## config.mk

```make
export PLATFORM = sky130hd
export DESIGN_NAME = coin_eject_sequencer
export DESIGN_NICKNAME = d
export VERILOG_FILES = /design/src/rtl/coin_eject_sequencer.sv
export SDC_FILE = /design/constraint.sdc
export NUM_CORES = 1
export LEC_CHECK = 0
export ABC_AREA = 1
export BUFFER_PORTS_ARGS = -buffer_cell sky130_fd_sc_hd__buf_2
export CORE_ASPECT_RATIO = 1.2
export CORE_MARGIN = 1.5
export CORE_UTILIZATION = 42
export DETAILED_ROUTE_END_ITERATION = 12
export PLACE_DENSITY = 0.72
export SETUP_SLACK_MARGIN = 0.3
export SLEW_MARGIN = 20
export SYNTH_ARGS = -nofsm -noshare
export SYNTH_HDL_FRONTEND = slang
export SYNTH_SLANG_ARGS = --single-unit
export TNS_END_PERCENT = 5
```

## constraint.sdc

```tcl
create_clock -name clk -period 1.68 [get_ports clk]
set_input_delay 0.252 -clock clk [delete_from_list [all_inputs] [get_ports clk]]
set_output_delay 0.252 -clock clk [all_outputs]
set_load 0.05 [all_outputs]
```

## src/rtl/coin_eject_sequencer.sv

```systemverilog
// Coin eject sequencer: takes one change vector per vend and pulses the tube
// solenoids one coin at a time, quarters first, with an empty-tube abort path.
module coin_eject_sequencer #(
    parameter int PULSE_CYCLES = 4,
    parameter int GAP_CYCLES   = 2,
    parameter int CNT_W        = 4
) (
    input  logic       clk,
    input  logic       rst_n,
    input  logic       in_valid,
    output logic       in_ready,
    input  logic [3:0] quarters,
    input  logic [2:0] dimes,
    input  logic [2:0] nickels,
    input  logic [2:0] pennies,
    input  logic [3:0] tube_empty,
    input  logic       fault_clr,
    output logic [3:0] eject,
    output logic       busy,
    output logic       done,
    output logic       fault,
    output logic [1:0] fault_coin,
    output logic [5:0] coins_left
);

    localparam logic [CNT_W-1:0] PULSE_LOAD = CNT_W'(PULSE_CYCLES - 1);
    localparam logic [CNT_W-1:0] GAP_LOAD   = CNT_W'(GAP_CYCLES - 1);

    localparam logic [1:0] COIN_Q = 2'd3;
    localparam logic [1:0] COIN_D = 2'd2;
    localparam logic [1:0] COIN_N = 2'd1;
    localparam logic [1:0] COIN_P = 2'd0;

    typedef enum logic [2:0] {
        S_IDLE,
        S_SELECT,
        S_PULSE,
        S_GAP,
        S_DONE,
        S_FAULT
    } state_t;

    state_t           state;
    logic [3:0]       q_cnt;
    logic [2:0]       d_cnt;
    logic [2:0]       n_cnt;
    logic [2:0]       p_cnt;
    logic [1:0]       sel;
    logic [CNT_W-1:0] timer;
    logic [1:0]       pick;
    logic [5:0]       in_total;

    function automatic logic [3:0] coin_mask(input logic [1:0] coin);
        return 4'b0001 << coin;
    endfunction

    // Highest remaining denomination; only meaningful while some count is nonzero.
    always_comb begin
        pick = COIN_P;
        if (q_cnt != 4'd0) begin
            pick = COIN_Q;
        end else if (d_cnt != 3'd0) begin
            pick = COIN_D;
        end else if (n_cnt != 3'd0) begin
            pick = COIN_N;
        end
    end

    assign in_total = 6'(quarters) + 6'(dimes) + 6'(nickels) + 6'(pennies);

    assign in_ready = (state == S_IDLE);
    assign busy     = (state != S_IDLE);

    always_ff @(posedge clk or negedge rst_n) begin
        if (!rst_n) begin
            state      <= S_IDLE;
            q_cnt      <= 4'd0;
            d_cnt      <= 3'd0;
            n_cnt      <= 3'd0;
            p_cnt      <= 3'd0;
            sel        <= COIN_P;
            timer      <= '0;
            eject      <= 4'b0000;
            done       <= 1'b0;
            fault      <= 1'b0;
            fault_coin <= 2'd0;
            coins_left <= 6'd0;
        end else begin
            done <= 1'b0;
            case (state)
                S_IDLE: begin
                    if (in_valid) begin
                        q_cnt      <= quarters;
                        d_cnt      <= dimes;
                        n_cnt      <= nickels;
                        p_cnt      <= pennies;
                        coins_left <= in_total;
                        if (in_total == 6'd0) begin
                            state <= S_DONE;
                            done  <= 1'b1;
                        end else begin
                            state <= S_SELECT;
                        end
                    end
                end

                S_SELECT: begin
                    sel <= pick;
                    if (tube_empty[pick]) begin
                        state      <= S_FAULT;
                        fault      <= 1'b1;
                        fault_coin <= pick;
                        q_cnt      <= 4'd0;
                        d_cnt      <= 3'd0;
                        n_cnt      <= 3'd0;
                        p_cnt      <= 3'd0;
                        coins_left <= 6'd0;
                    end else begin
                        state <= S_PULSE;
                        timer <= PULSE_LOAD;
                        eject <= coin_mask(pick);
                    end
                end

                S_PULSE: begin
                    if (timer == '0) begin
                        // Coin is committed once its pulse completes.
                        state      <= S_GAP;
                        timer      <= GAP_LOAD;
                        eject      <= 4'b0000;
                        coins_left <= coins_left - 6'd1;
                        case (sel)
                            COIN_Q:  q_cnt <= q_cnt - 4'd1;
                            COIN_D:  d_cnt <= d_cnt - 3'd1;
                            COIN_N:  n_cnt <= n_cnt - 3'd1;
                            default: p_cnt <= p_cnt - 3'd1;
                        endcase
                    end else begin
                        timer <= timer - 1'b1;
                    end
                end

                S_GAP: begin
                    if (timer == '0) begin
                        if (coins_left == 6'd0) begin
                            state <= S_DONE;
                            done  <= 1'b1;
                        end else begin
                            state <= S_SELECT;
                        end
                    end else begin
                        timer <= timer - 1'b1;
                    end
                end

                S_DONE: begin
                    state <= S_IDLE;
                end

                S_FAULT: begin
                    // A vector presented alongside the clear is deliberately dropped.
                    if (fault_clr) begin
                        state      <= S_IDLE;
                        fault      <= 1'b0;
                        fault_coin <= 2'd0;
                    end
                end

                default: begin
                    state <= S_IDLE;
                    eject <= 4'b0000;
                end
            endcase
        end
    end

endmodule

```

==> results of run 1 <==
worst max path at each step:
stage | startpoint | to | cells after the start
2_1_floorplan | quarters[1] | state[0] | 15
3_3_place_gp | quarters[1] | state[0] | 16
3_5_place_dp | quarters[1] | state[0] | 16
4_1_cts | quarters[1] | state[0] | 16
5_1_grt | quarters[1] | state[0] | 16
6_report | quarters[1] | state[0] | 16
what timing repair did:
item | 4_1_cts | 5_1_grt
endpoints found under the hold margin | 33 | 0
hold buffers | 1 | 0
setup endpoints to repair | 34 | 34
pin swaps | 12 | 2
resized for setup | 25 | 7
registers in the layout, indices dropped and copies added (netlist names):
signal      count
d_cnt           3
fault_coin      2
q_cnt           4
n_cnt           3
coins_left      6
state           3
timer           4
eject           4
sel             2
done            1
fault           1
Yosys cell counts, types with 3 or more instances:
| cell type | n |
|---|---|
| nand4_1 | 15 |
| dfrtp_1 | 33 |
| nand3_2 | 4 |
| ha_1 | 13 |
| inv_2 | 4 |
| o21ai_0 | 15 |
| nor2_4 | 3 |
| nand2_1 | 91 |
| nand3_1 | 27 |
| o21ai_1 | 6 |
| o22ai_1 | 7 |
| inv_1 | 53 |
| nor2_1 | 11 |
| nand2_2 | 3 |
| a21oi_1 | 6 |
| nor2_2 | 4 |
| nand2_4 | 4 |
| fa_1 | 6 |
kinds of logic (layout without fill, tap and decap cells):
| family | count (synthesis) | in the layout | share of synthesized area (%) |
|---|---|---|---|
| AO/OA/AOI/OAI | 38 | 38 | 8.656 |
| XOR/XNOR | 3 | 3 | 1.069 |
| adder cells (fa/ha/maj) | 19 | 19 | 11.51 |
| buffers and inverters | 64 | 136 | 11.30 |
| flip-flops | 33 | 33 | 33.60 |
| AND/OR/NAND/NOR | 167 | 167 | 33.86 |
layout make-up:
type	count	area [um^2]
clock buffer	7	96.34
clock inverter	1	5.005
fill	522	2490
inverter	58	220.2
multi-input combinational	227	1458
sequential	33	825.8
tap	80	100.1
timing repair buffer	70	473.0
routing by layer:
metal	global-route usage, %	up-vias	part of all wire [%]
met1	20.70	1107	40
met5	0	-	0
met3	3.140	11	3.8
li1	-	1192	-
met2	37.20	53	55
met4	5.832	0	1.7
metrics by stage:
stage / setup TNS (ns) / utilization [%] / instances / setup slack, ns
after global routing: -8.551 / 56.07 / 476 / -1.113
after global placement: -9.797 / 52.19 / 467 / -1.283
after floorplan: -6.180 / - / 324 / -1.061
final: -5.724 / 56.07 / 476 / -0.9481
after CTS: -5.654 / 55.58 / 476 / -0.9487
after detailed placement: -10.36 / 52.19 / 467 / -1.318
power by group through the flow:
| stage | clock network (mW) | registers, mW | logic [mW] |
|---|---|---|---|
| CTS | 0.697 | 1.44 | 4.90 |
| floorplan | 0 | 1.79 | 3.12 |
| detailed placement | 0 | 1.45 | 4.64 |
| global placement | 0 | 1.44 | 4.59 |
| global route | 0.716 | 1.48 | 5.58 |
| finish | 0.683 | 1.44 | 5.03 |
critical path: stages:
cell	delay [ns]
buf_6	0.07
inv_2	0.03
fa_1	0.56
inv_2	0.04
fa_1	0.51
ha_1	0.16
inv_1	0.05
fa_1	0.49
nor3b_2	0.17
nand2_1	0.08
nor2_2	0.11
nand2_1	0.06
nand2_1	0.05
nand3_1	0.08
nand2_1	0.06
nand2_1	0.04
==> results.ini, run 1 <==
[clock_tree]
cts.sinks=33
cts_buffers=5
cts_setup_buffers=0
clkSlewWorstSetupHoldPaths_ns=0.07
cts_tree=done
clock_path_buffers=2
clk_latency_ns=0.29
cts.root.buffer_cell=clkbuf_8
h-tree-depth=2

[global_routing]
antenna_found_initial=0
grt_pass1_vias=2229
grt_overflow=0
grt_max_degree=34
track_usage_pct=19.15
grt_pass1_wl_mm=9.459

[sta]
holdWs_ns=0.2363
max_freq_mhz=380.5
hold_violations=0
timing.slew.headroom_pct=46.71
period_needed_ns=2.628
post-route-period-util_pct=156.4
rsz0062_at_grt=yes
worstMarginPinSlew_ns=0.7910
setup_violations=16
finalMaxSlewViolations=0
fin_skew_ns=0.008071
layout_setup_ws_ns=-0.9481

[setup_path]
ff2ff_setup_slack_ns=-0.02
worst_r2r_endpoint=state[0]
path_class=input port to register
end_kind=register
worstPathRequired_ns=1.87
ff2ff_path_depth=13
r2r-start=d_cnt[1]
cp.arrival_ns=2.82
critPathLaunchType=input port
path_max_fanout=2

[place]
dp_hpwl_mm=4.282
place_congestion=0.8713
place_area_um2=2958
port_buffers=36

[layout]
nets=435
diodes=0
drive_above_1_share_pct=31.57
final_cell_area_um2=3178
area_delta_synth_final_pct=29.33
final_common_cell=nand2_1
final_cell_mix=88 x nand2_1, 49 x inv_1, 35 x buf_2

[yosys]
syn_inst=324
synth.area.top_cells=dfrtp_1 34%, nand2_1 14%, inv_1 8.1%, ha_1 6.6%, nand3_1 5.5%
yosys.area.top_type=dfrtp_1
synth-edff-count=0
synth-seq-cells=33
syn_nets=364
synth_top_area_share_pct=33.60
synthFlopType=dfrtp_1
syn_area_um2=2457
yosys_warnings=0
synth.avg_cell_area_um2=7.584
async_flop_share_pct=100.0
synth_seq_area_share_pct=33.60
synth_cell_type_count=34

[worst_hold_path]
holdPathEnd=done
worstHoldPathCells=3
hold_class=input port to register
hp-start=in_valid

[floorplan]
coreArea_um2=5668
die_x_um=72.83
start_util_pct=43.36
pin_count=37
rows=30
die_y_um=86.79
dieArea_um2=6320

[power]
leakage_nw=1.710
p_int_mw=3.399
powerDensity_nw_per_um2=2251
ir_worst_vdd_v=0.001042
p_sw_share_pct=52.48
p_total_mw=7.154
p_comb_share_pct=70.4
seqPwrFrac_pct=20.1
p_sw_mw=3.755
clockPowerShare_pct=9.5

[drt]
drtIter0Drc=117
wl_per_cell_um=12.04
via_per_inst=4.964
ant_nets=0
finalWirelength_mm=5.729
drt_first_pass_iters=4
drc=0
vias=2363

[run_status]
status=finished, violations left
violations=setup timing

[run]
cap_violations=0

Note: power is estimated with default switching activity, not from simulation.
==> inputs of run 2 (changes only) <==
- HOLD_SLACK_MARGIN: unset -> 0.02
- PLACE_DENSITY: 0.72 -> unset
- PLACE_DENSITY_LB_ADDON: unset -> 0.3
==> run 2 against run 1 <==
Against the previous run: the run still ends with setup timing left; flip-flop and latch count did not move; die area did not move; final area rose by 0.43%; global-route usage rose by 0.95 points; sequential share of layout area fell by 0.11 points; critical path depth did not move; register-to-register slack got worse by 0.04 ns; non-clock buffer count rose by 2; power fell by 0.20%; final cell count rose by 0.42%; first-iteration DRC count fell by 11%; sequential power barely moved.
==> results.ini, run 2 (synthesized netlist as in run 1, its figures left out) <==
[run]
cap_violations=0  ; unchanged

[place]
port_buffers=36  ; unchanged
dp_hpwl_mm=4.347  ; +1.5%
place_area_um2=2950  ; -0.25%
place_congestion=0.9066  ; +4.1%

[clock_tree]
cts.root.buffer_cell=clkbuf_8
cts_buffers=5  ; unchanged
cts.sinks=33  ; unchanged
cts_tree=done
clkSlewWorstSetupHoldPaths_ns=0.07  ; about the same
clock_path_buffers=2  ; unchanged
h-tree-depth=2  ; unchanged
clk_latency_ns=0.30  ; about the same

[setup_path]
crit_path_max_incr_delay_ns=0.56  ; about the same
cp_common_cell=nand2_1
worstPathRequired_ns=1.87  ; about the same
path_buf_inv=4  ; unchanged
path_max_fanout=2  ; unchanged
path_cells=buf_6 -> inv_4 -> fa_1 -> inv_2 -> fa_1 -> ha_4 -> inv_2 -> fa_1 -> nor3b_2 -> nand2_1 -> nor2_2 -> nand2_1 -> nand2_1 -> nand3_1 -> nand2_1 -> nand2_1
path_class=input port to register
ff2ff_path_depth=13  ; unchanged
crit_family=adder cells
end_kind=register
cp.arrival_ns=2.89  ; +0.07 ns
critPathLaunchType=input port
slowest_stage=fa_1
crit_cells=16  ; unchanged

[drt]
vias=2301  ; -2.6%
wl_per_cell_um=12.36  ; +2.7%
drtIter0Drc=104  ; -11%
drt_first_pass_iters=4  ; unchanged
via_per_inst=4.814  ; -3.0%
drc=0  ; unchanged
ant_nets=0  ; unchanged
finalWirelength_mm=5.909  ; +3.1%

[global_routing]
grt_pass1_vias=2312  ; +3.7%
antenna_found_initial=0  ; unchanged
grt_overflow=0  ; unchanged
grt_max_degree=34  ; unchanged
track_usage_pct=20.10  ; +0.95 points
grt_pass1_wl_mm=9.887  ; +4.5%

[sta]
max_freq_mhz=370.9  ; -2.5%
fin_skew_ns=0.006868  ; -0.001203 ns
finalMaxSlewViolations=0  ; unchanged
timing.slew.headroom_pct=48.75  ; +2.0 points
post-route-period-util_pct=160.5  ; +4.1 points
period_needed_ns=2.696  ; +0.06814 ns
hold_violations=0  ; unchanged
setup_violations=20  ; +4
worstMarginPinSlew_ns=0.7608  ; -0.03028 ns
rsz0062_at_grt=yes
layout_setup_ws_ns=-1.016  ; -0.06814 ns

[floorplan]
die_x_um=72.83  ; unchanged
die_y_um=86.79  ; unchanged
pin_count=37  ; unchanged
start_util_pct=43.36  ; unchanged
coreArea_um2=5668  ; unchanged
dieArea_um2=6320  ; unchanged
rows=30  ; unchanged

[power]
leakage_nw=1.708  ; -0.12%
powerDensity_nw_per_um2=2237  ; -0.63%
ir_worst_vdd_v=0.0009880  ; -5.2%
p_total_mw=7.139  ; -0.20%

[layout]
largest_register=coins_left
fill_cells=527  ; +0.96%
final_common_cell=nand2_1
final_cell_mix=87 x nand2_1, 46 x inv_1, 34 x buf_2
area_delta_synth_final_pct=29.89
final_cell_area_um2=3192  ; +0.43%
nets=437  ; +0.46%
drive_above_1_share_pct=32.66  ; +1.1 points
diodes=0  ; unchanged
largest_reg_flops=6  ; unchanged

[run_status]
violations=setup timing
status=finished, violations left

[worst_hold_path]
hold_class=input port to register
worstHoldPathCells=3  ; unchanged

-- run 2: cell count changes in the layout (fill, tap and decap cells not counted), sizes merged --
cell      before  now
clkinvlp       0    1
clkbuf         7    5
clkinv         1    2
buf           69   71
-- run 2: final cells by class --
cell class,count,area [um^2],area share (%)
multi-input combinational,227,1466,45.94
sequential,33,825.8,25.87
clock inverter,3,17.52,0.5488
timing repair buffer,72,490.5,15.37
inverter,58,222.7,6.978
tap,80,100.1,3.136
clock buffer,5,68.82,2.156
-- run 2: worst reg2reg max path: cells and delay by family, from the launching register on --
family	cells	cell delay, ns
adder cells (fa/ha/maj)	2	0.33
buffers and inverters	3	0.25
flip-flops	1	0.38
AND/OR/NAND/NOR	8	0.66
-- run 2: routing by layer --
metal  GRT usage [%]  share of wire, %  routed length (um)  vias to the layer above
li1                -                 -                   -                     1193
met3           2.558               2.5                 146                        9
met4           8.062               1.9                 111                        0
met1           22.55                42                2505                     1060
met2           37.70                53                3146                       39
met5               0                 0                   0                        -
-- run 2: path summary, 6_finish.rpt --
kind,start,end,slack (ns)
setup / recovery,dimes[1],state[0],-1.02
hold / removal,in_valid,done,0.23
setup reg to reg,d_cnt[0],state[0],-0.06
hold reg to reg,d_cnt[2],d_cnt[2],0.48
max in group asynchronous,rst_n,fault,0.84
min in group asynchronous,rst_n,q_cnt[0],0.51
-- run 2: repair_timing --
| action | in CTS | in global routing |
|---|---|---|
| endpoints found under the setup margin | 34 | 34 |
| endpoints found under the hold margin | 33 | 0 |
| setup buffers | 2 | 1 |
| hold buffers | 1 | 0 |
| gates resized for setup | 27 | 11 |
| pin swaps | 20 | 9 |
-- run 2: metrics by stage --
| stage | hold slack, ns | setup slack [ns] | std cells | TNS [ns] | util [%] |
|---|---|---|---|---|---|
| 3_5_place_dp | 0.3149 | -1.399 | 466 | -11.34 | 52.05 |
| 3_3_place_gp | 0.3156 | -1.302 | 466 | -9.936 | 52.05 |
| 4_1_cts | 0.2184 | -1.018 | 477 | -6.388 | 55.34 |
| 6_report | 0.2324 | -1.016 | 478 | -6.172 | 56.31 |
| 2_1_floorplan | -0.04359 | -1.061 | 324 | -6.180 | - |
| 5_1_grt | 0.2397 | -1.145 | 478 | -8.801 | 56.31 |
-- run 2: report_power, final --
part | switching (mW) | internal [mW] | total (mW)
Combinational | 3.21 | 1.89 | 5.11
Clock | 0.332 | 0.286 | 0.618
Sequential | 0.260 | 1.16 | 1.42
